--- config.mk ---
export PLATFORM = sky130hd
export DESIGN_NAME = sv32_ptw
export DESIGN_NICKNAME = d
export VERILOG_FILES = /design/src/rtl/sv32_ptw.sv
export SDC_FILE = /design/constraint.sdc
export NUM_CORES = 1
export LEC_CHECK = 0
export ABC_AREA = 0
export CAP_MARGIN = 0
export CORE_MARGIN = 2
export CORE_UTILIZATION = 40
export CTS_BUF_LIST = sky130_fd_sc_hd__clkbuf_2
export DETAILED_ROUTE_END_ITERATION = 12
export PLACE_DENSITY = 0.82
export SYNTH_ARGS = -nofsm -noshare
export SYNTH_HDL_FRONTEND = slang
export SYNTH_SLANG_ARGS = --single-unit
--- constraint.sdc ---
create_clock -name clk -period 1.9 [get_ports clk]
set_input_delay 0.285 -clock clk [delete_from_list [all_inputs] [get_ports clk]]
set_output_delay 0.285 -clock clk [all_outputs]
set_load 0.05 [all_outputs]
--- src/rtl/sv32_ptw.sv ---
// ============================================================================
// Module   : sv32_ptw
// Brief    : Sv32 two-level page-table walker for the instruction-side TLB.
//            Optional macro PTW_AD_CHECK_EN faults leaf PTEs with A=0.
// Revision : 1.0 - initial release
// ============================================================================
`default_nettype none

module sv32_ptw #(
  parameter int PTE_AW = 34
) (
  input  logic              clk,
  input  logic              rst,
  input  logic              walk_req_i,
  input  logic [19:0]       walk_vpn_i,
  input  logic [21:0]       satp_ppn_i,
  input  logic              flush_i,
  output logic              walk_ready_o,
  output logic              mem_req_o,
  output logic [PTE_AW-1:0] mem_addr_o,
  input  logic              mem_ack_i,
  input  logic [31:0]       mem_rdata_i,
  output logic              tlb_update_o,
  output logic [19:0]       tlb_vpn_o,
  output logic [31:0]       tlb_pte_o,
  output logic              tlb_page_4m_o,
  output logic              walk_fault_o
);

  typedef enum logic [2:0] {
    S_IDLE   = 3'd0,
    S_L1_REQ = 3'd1,
    S_L0_REQ = 3'd2,
    S_UPDATE = 3'd3,
    S_FAULT  = 3'd4,
    S_ABORT  = 3'd5
  } state_t;

  state_t      r_state;
  state_t      w_state_nxt;
  logic [19:0] r_vpn;
  logic [21:0] r_satp;
  logic [31:0] r_pte;
  logic        r_4m;
  logic        w_latch;
  logic        w_4m_nxt;

  logic w_pte_invalid;
  logic w_pte_leaf;
  logic w_misaligned;
  logic w_ad_fault;

  assign w_pte_invalid = ~mem_rdata_i[0] | (~mem_rdata_i[1] & mem_rdata_i[2]);
  assign w_pte_leaf    = mem_rdata_i[1] | mem_rdata_i[3];
  assign w_misaligned  = |mem_rdata_i[19:10];

`ifdef PTW_AD_CHECK_EN
  assign w_ad_fault = ~mem_rdata_i[6];
`else
  assign w_ad_fault = 1'b0;
`endif

  // Address arithmetic is done at PTE_AW bits; carries beyond it are dropped.
  logic [PTE_AW-1:0] w_l1_addr;
  logic [PTE_AW-1:0] w_l0_addr;
  assign w_l1_addr = PTE_AW'({r_satp, 12'b0}) + PTE_AW'({r_vpn[19:10], 2'b00});
  assign w_l0_addr = PTE_AW'({r_pte[31:10], 12'b0}) + PTE_AW'({r_vpn[9:0], 2'b00});

  always_comb begin
    w_state_nxt = r_state;
    w_latch     = 1'b0;
    w_4m_nxt    = r_4m;
    case (r_state)
      S_IDLE: begin
        if (walk_req_i) w_state_nxt = S_L1_REQ;
      end
      S_L1_REQ, S_L0_REQ: begin
        if (flush_i) begin
          w_state_nxt = mem_ack_i ? S_IDLE : S_ABORT;
        end else if (mem_ack_i) begin
          w_latch  = 1'b1;
          w_4m_nxt = (r_state == S_L1_REQ);
          if (w_pte_invalid) begin
            w_state_nxt = S_FAULT;
          end else if (w_pte_leaf) begin
            if (w_ad_fault || ((r_state == S_L1_REQ) && w_misaligned))
              w_state_nxt = S_FAULT;
            else
              w_state_nxt = S_UPDATE;
          end else begin
            w_state_nxt = (r_state == S_L1_REQ) ? S_L0_REQ : S_FAULT;
          end
        end
      end
      S_UPDATE, S_FAULT: w_state_nxt = S_IDLE;
      // The outstanding read must complete before a new walk may issue one.
      S_ABORT: begin
        if (mem_ack_i) w_state_nxt = S_IDLE;
      end
      default: w_state_nxt = S_IDLE;
    endcase
  end

  always_ff @(posedge clk) begin
    if (rst) begin
      r_state <= S_IDLE;
      r_vpn   <= 20'd0;
      r_satp  <= 22'd0;
      r_pte   <= 32'd0;
      r_4m    <= 1'b0;
    end else begin
      r_state <= w_state_nxt;
      if ((r_state == S_IDLE) && walk_req_i) begin
        r_vpn  <= walk_vpn_i;
        r_satp <= satp_ppn_i;
      end
      if (w_latch) begin
        r_pte <= mem_rdata_i;
        r_4m  <= w_4m_nxt;
      end
    end
  end

  assign walk_ready_o  = (r_state == S_IDLE);
  assign mem_req_o     = (r_state == S_L1_REQ) || (r_state == S_L0_REQ);
  assign mem_addr_o    = (r_state == S_L1_REQ) ? w_l1_addr :
                         (r_state == S_L0_REQ) ? w_l0_addr : '0;
  assign tlb_update_o  = (r_state == S_UPDATE);
  assign walk_fault_o  = (r_state == S_FAULT);
  assign tlb_vpn_o     = r_vpn;
  assign tlb_pte_o     = r_pte;
  assign tlb_page_4m_o = r_4m;

endmodule

`default_nettype wire

Yosys cells after proc, flatten, opt, wreduce, memory -nomap -nowiden --
Index checks and enable logic that the tools add are counted.
Operators by class: bitwise operators 6, muxes and demuxes 15, reductions and logical operators 8, $add $sub $neg 2, equal/unequal tests 8
Operators with widths (count):
- $add A34 B12 Y34 | 2
- $mux W34 | 2
- $mux W3 | 9
- $reduce_or A10 Y1 | 1
- $pmux W3 S3 | 1
- $eq A3 B2 Y1 const B | 2
- $eq A3 B3 Y1 const B | 2
- $ne A2 B2 Y1 const B | 2
- $reduce_and A4 Y1 | 1
- $eq A3 B1 Y1 const B | 1
- $logic_not A3 Y1 | 1
- $mux W1 | 3
- $ne A3 B3 Y1 const B | 1
- $not A1 Y1 | 3
- $reduce_and A3 Y1 | 1
- $logic_and A1 B1 Y1 | 2
- $or A1 B1 Y1 | 2
- $reduce_or A2 Y1 | 1
- $and A1 B1 Y1 | 1
- $logic_or A1 B1 Y1 | 1
Storage, ports and cells: input port bits 79, flip-flop bits (word level) 78, logic and storage cells 44

Depth between registers and ports, before layout --
Gate-level depths: netlist of run 1.
word-level depth 8, depth in mapped cells 7, gate-level depth less buffers 4

Worst setup path after synthesis of run 1 --
OpenSTA, ideal clock, no wires.
path type flip-flop to flip-flop, start point reg r_state[2], end point reg r_vpn[10] (netlist: tlb_vpn_o[10]), stages on the path, launching flop included 7, period minus slack after synthesis 2.496 ns, path slack -0.596 ns, buffers on the path 2, arrival time 2.364 ns, required time 1.768 ns, setup time 0.132 ns, cell sequence dfxtp_1 > clkbuf_1 > nor3_1 > nand2_1 > clkbuf_1 > nand2_1 > a21oi_1
On the way: word-level cells in the longest chain between the ends 2
Ends and longest elaborated chain:
- from (decl) | line 39 | state_t r_state;
- from (signal assigned) | line 112 | r_state <= w_state_nxt;
- $logic_not A3 Y1
- net walk_ready_o | line 18 | output logic walk_ready_o,
- $logic_and A1 B1 Y1 | line 113 | if ((r_state == S_IDLE) && walk_req_i) begin
- to (signal assigned) | line 114 | r_vpn <= walk_vpn_i;
- to (decl) | line 41 | logic [19:0] r_vpn;
The timed path passes the listed nets, and every way through them passes these cells. A chain may end at the register's enable or synchronous reset.

Worst setup path after layout of run 1 --
start point reg r_state[0], end point out mem_addr_o[12]
On the way: word-level cells in the longest chain between the ends 3, elaborated cells between the ends (all ways) 4
Ends and longest elaborated chain:
- $eq A3 B2 Y1 | line 127 | (r_state == S_L0_REQ) ? w_l0_addr : '0;
- $mux W34 | line 127
- $mux W34 (*) | line 126 | assign mem_addr_o = (r_state == S_L1_REQ) ? w_l1_addr :
- to (decl) | line 20 | output logic [PTE_AW-1:0] mem_addr_o,
Mark *: on every way between the ends. The rest lies on a longest branch, timed or not.

==> metrics, run 1 <==
DP Wirelength 7890 um; number of diodes 0; GRT overflow 0; final worst slack -0.151 ns; mapped cell area 3180 um2; drt pass-1 iters 4; final setup skew 0.0264 ns; Peak VDD IR 473 uV; initial drt markers 128; Mapped Cells 408; CTS clock-pin slew for the worst setup and hold paths 0.21 ns; status finished, violations left; Critical-path top delay cell dfxtp_4; largest cells by area after synthesis dfxtp_1, nand2_1, a21oi_1, a22o_1, clkbuf_1; Final nets 660; syn avg cell area 7.78 um2; Num CTS Buffers 9; Final min period 2.05 ns; Hold Buf Count CTS 0; Max Freq 0.488 GHz; Placement Setup Slack -0.175 ns; Max Slew Vio Count 0; Worst setup EP type output port; antenna-violating nets left 0; routability congestion estimate 0.801; family with the most delay on the worst path buffers and inverters; clock share of power 28.4%; Req. time, crit path 1.62 ns; sw power 0.00124 W; initial antenna violation count 0; Sw Ratio 31.1%; Buffers on Ports 167; Yosys top cell area share 49.2%; Post-synth EDFFs 0; pin count of the biggest net entering global routing 38; initial core utilization 41.1%; first-pass GRT wire length 18400 um; Most used DFF post-synth dfxtp_1; RSZ-0062 raised after global routing true; CTS tree done; register area share after synthesis 49.2%; sequential group share of total power 45.0%; GRT Total Usage 27.1%; Skew-Pair Late Insertion Delay 0.53 ns; Finished Layout Cells 687; arrival time worst endpoint 1.77 ns; cell taking the most area after synthesis dfxtp_1; crit path cell chain nor3b_4 > buf_12 > buf_12 > a22o_4 > buf_12; failing checks setup timing; wire per inst 17.4 um; DRC Markers 0; Rows 32; Hold Path Class input port to flip-flop; PwrDens 670 nW/um2; most frequent cell after synthesis nand2_1; setup TNS -4.50 ns; Clock Sinks 78; met1 usage 31.3%; combinational power share 26.7%; chip width 93.1 um; Static Leak 2.58 nW; Worst setup SP type flip-flop; I/O pin cnt 170; core region area 7730 um2; P&R area growth vs syn 87.6%; Max-Cap Viols 0; final core occ 77.1%; Yosys warnings 0; maximum fanout along the worst path 9; critical path buffer and inverter count 3; Cells after DPL 659; worst slew pin tran 0.558 ns; vias 3632; root buf cell clkbuf_2; grt peak-use layer met2; Die Y 93.1 um; vias per inst 5.29; CP Class flip-flop to output port; final setup fails 33; Crit path top cell by count buf_12; Internal 0.00275 W; vias in the first global route 3700; H-tree depth 3; largest stage delay on the critical path 0.40 ns; share of cells above drive strength 1 21.2%; relative slew slack 62.9%; Async SR Flop Fraction 0%; DRT Wirelength 12000 um; Synth top cells by count nand2_1, a21oi_1, dfxtp_1; GR Layer Usage met3 6.93%; grt met2 use 47.7%; Final Hold Violating Endpoints 0; period utilization 108%; Bufs on Longest Clock Path 2; synth unique cells 29; full die area 8670 um2; FF+latch count, synth 78
metal layers:
| layer | vias to the layer above | wire, um |
|---|---|---|
| met5 | - | 0 |
| met4 | 0 | 366 |
| met3 | 28 | 942 |
| met2 | 147 | 6060 |
| met1 | 1737 | 4600 |
| li1 | 1720 | - |
power groups by stage:
stage	Clock, W	Combinational, W	Sequential, W
after floorplan	0	0.000362	0.00196
after global placement	0	0.000958	0.00181
after detailed placement	0	0.000976	0.00182
after CTS	0.00114	0.00103	0.00179
after global routing	0.00120	0.00113	0.00181
final	0.00113	0.00106	0.00179
logic make-up after synthesis:
group | count (synthesis) | synth area share, %
simple gates | 171 | 21.9
compound gates | 118 | 22.9
flops | 78 | 49.2
buf+inv | 38 | 5.24
mux | 2 | 0.670
other cells | 1 | 0.118
sequential cells by signal, summed over array words and instances (netlist names):
signal	count
tlb_vpn_o	20
r_satp	22
tlb_pte_o	32
tlb_page_4m_o	1
r_state	3
timing repair:
item                                    CTS  global route
resized for setup                       105            16
gates cloned                              4             1
setup buffers                             8             2
endpoints found under the setup margin   88            35
endpoints found under the hold margin     0             0
pin swaps                                 8            24
metrics by stage:
stage                     power [W]  hold WS, ns  instance area [um2]
after floorplan             0.00232        0.421                 3230
after global placement      0.00277        0.442                 5390
after detailed placement    0.00279        0.448                 5390
after CTS                   0.00396        0.166                 5840
after global routing        0.00413        0.211                 5960
final                       0.00399        0.204                 5960
final cells by class:
class                      count  area (um2)
fill                         540        1770
inverter                       2        7.51
sequential                    78        1570
clock buffer                  10        50.0
timing repair buffer         197        2320
clock inverter                 5        98.8
tap                          102         128
multi-input combinational    293        1780
worst paths after layout:
kind | startpoint | end | slack, ns | cells past startpoint
worst max-delay path | r_state[0] | mem_addr_o[12] | -0.15 | 5
worst min-delay path | rst | tlb_pte_o[3] | 0.20 | 2
worst max register to register | r_state[2] | tlb_pte_o[10] | 0.13 | 8
worst min register to register | tlb_pte_o[3] | tlb_pte_o[3] | 0.47 | 2
cell usage in the layout, fill, tap and decap left out, types with 2 or more instances in the layout:
cell type        netlist  routed
bufinv_16              0       3
a21oi_1               78      78
dfxtp_1               78      75
nor2_1                 4       3
dfxtp_4                0       3
a22o_4                 0      32
buf_8                  0       3
nand2_1              153     153
nor2b_1                2       2
clkbuf_2               0      10
buf_6                  0       2
buf_12                 0      43
conb_1                 1       2
nor3b_1                4       2
inv_1                  2       2
nor4_1                 2       2
clkdlybuf4s50_1        0      77
buf_4                  2      17
dlygate4sd2_1          0      53
nor3b_4                1       3
o21a_1                 2       2
worst register-to-register path, cell delays in order, from the launching register on:
cell and delay [ns]:
dfxtp_4 0.42, nor3b_4 0.18, buf_6 0.17, buf_6 0.18, buf_4 0.14, o21a_1 0.17, buf_12 0.20, nand2_1 0.12
a21oi_1 0.14
(Power assumes the default switching activity.)
==> inputs of run 2 (changes only) <==
Settings changed: CTS_CLUSTER_DIAMETER set to 40.
==> results of run 2 <==
Final layout, timing and power as in run 1 (identical DEF).
==> inputs of run 3 (changes only) <==
Settings changed: CORE_UTILIZATION 40 to 39, CTS_BUF_LIST sky130_fd_sc_hd__clkbuf_2 to unset, CTS_CLUSTER_SIZE set to 20, PLACE_DENSITY 0.82 to 0.8.
==> run 3 against run 2 <==
The flow now finishes without violations; sequential share of layout area fell by 0.55 points; critical path type unchanged; via count fell by 1.3%; wire length fell by 2.5%; worst setup slack improved by 0.17 ns; critical endpoint is now mem_addr_o[33]; sequential power barely moved; core utilization rose by 0.72 points; register-to-register slack got worse by 0.02 ns; highest routed layer unchanged; worst hold slack improved by 0.18 ns; critical path depth did not move; combinational power barely moved.
==> metrics, run 3 (same netlist as run 1, synthesis figures left out) <==
status completed; final setup fails 0; arrival time worst endpoint 1.60 ns; CTS tree done; DRT Wirelength 11700 um; root buf cell clkbuf_8; H-tree depth 3; Die Y 94.2 um; Final Hold Violating Endpoints 0; wire per inst 17.1 um; worst slew pin tran 0.543 ns; Cells after DPL 661; first-pass GRT wire length 16700 um; Num CTS Buffers 9; CTS clock-pin slew for the worst setup and hold paths 0.08 ns; Max Freq 0.531 GHz; RSZ-0062 raised after global routing true; Worst setup SP type flip-flop; Max-Cap Viols 0; Hold Path Class input port to flip-flop; CP Class flip-flop to output port; period utilization 99.0%; cell area after placement 5420 um2; Finished Layout Cells 684; Max Slew Vio Count 0; Bufs on Longest Clock Path 2; I/O pin cnt 170; Rows 32; PwrDens 714 nW/um2; pin count of the biggest net entering global routing 43; full die area 8880 um2; chip width 94.2 um; vias in the first global route 3474; drt pass-1 iters 4; Skew-Pair Late Insertion Delay 0.34 ns; commonest non-fill, non-tap cell in the layout nand2_1; max FFs per register 32; DP Wirelength 7570 um; most frequent cells in the layout nand2_1, clkdlybuf4s50_1, a21oi_1; vias per inst 5.24; Final min period 1.88 ns; number of diodes 0; finished layout cell area 6080 um2; Clock Sinks 78; Fill cells 516; initial antenna violation count 0; routability congestion estimate 0.852; vias 3585; final worst slack 0.0183 ns; core region area 7810 um2; Final nets 656; GRT overflow 0; Buffers on Ports 167; GRT Total Usage 24.0%; Hold Path Stages 2; antenna-violating nets left 0; P&R area growth vs syn 91.3%; initial core utilization 40.7%; relative slew slack 63.7%; final setup skew 0.0103 ns; initial drt markers 128; Peak VDD IR 581 uV; share of cells above drive strength 1 20.6%; DRC Markers 0; maximum fanout along the worst path 7; R2R cell count 8; Worst setup EP type output port; Placement Setup Slack -0.123 ns; Req. time, crit path 1.62 ns; Static Leak 2.49 nW
==> run 3: layer usage <==
| layer | up-vias | share of wire [%] | GRT usage (%) |
|---|---|---|---|
| li1 | 1713 | - | - |
| met1 | 1696 | 40 | 28.1 |
| met2 | 158 | 50 | 41.3 |
| met3 | 18 | 8.6 | 7.22 |
| met4 | 0 | 1.8 | 8.82 |
| met5 | - | 0 | 0 |
==> run 3: path summary, 6_finish.rpt <==
check	slack, ns	to	start
worst max-delay path	0.02	mem_addr_o[33]	r_state[0]
worst min-delay path	0.39	r_state[0]	rst
worst max register to register	0.11	tlb_pte_o[20]	r_state[0]
worst min register to register	0.46	tlb_pte_o[6]	tlb_pte_o[6]
==> run 3: report_power, final <==
group	switching [W]	leakage (nW)	internal (W)	total (W)
sequential	0.0000762	0.638	0.00172	0.00179
combinational	0.000589	1.74	0.000487	0.00108
clock	0.000596	0.115	0.000874	0.00147
==> run 3: cell type report <==
cell class / instances / area [um2] / share of cell area, %
timing repair buffer: 193 / 2370 / 39.1
tap: 102 / 128 / 2.10
clock inverter: 4 / 95.1 / 1.57
sequential: 78 / 1570 / 25.8
multi-input combinational: 293 / 1770 / 29.1
clock buffer: 12 / 135 / 2.22
inverter: 2 / 7.51 / 0.124
==> run 3: critical path: stages (launching register included) <==
cell and delay, ns:
dfxtp_4 0.37, nor3b_4 0.15, buf_6 0.14, clkbuf_16 0.17, a22o_4 0.26, buf_12 0.14
==> run 3: metrics by stage <==
stage | util [%] | TNS, ns | total power, W | hold slack (ns)
after global routing | 77.8 | -0.247 | 0.00449 | 0.405
after detailed placement | 69.4 | -0.123 | 0.00280 | 0.448
after global placement | 69.4 | -0.118 | 0.00278 | 0.442
after CTS | 72.6 | -0.0325 | 0.00425 | 0.377
final | 77.8 | 0 | 0.00434 | 0.388
after floorplan | - | 0 | 0.00232 | 0.421
==> run 3: what timing repair did <==
action / in CTS / in global routing
gates cloned: 0 / 4
hold buffers: 0 / 0
resized for setup: 8 / 46
endpoints found under the setup margin: 33 / 33
pin swaps: 1 / 17
setup buffers: 0 / 3
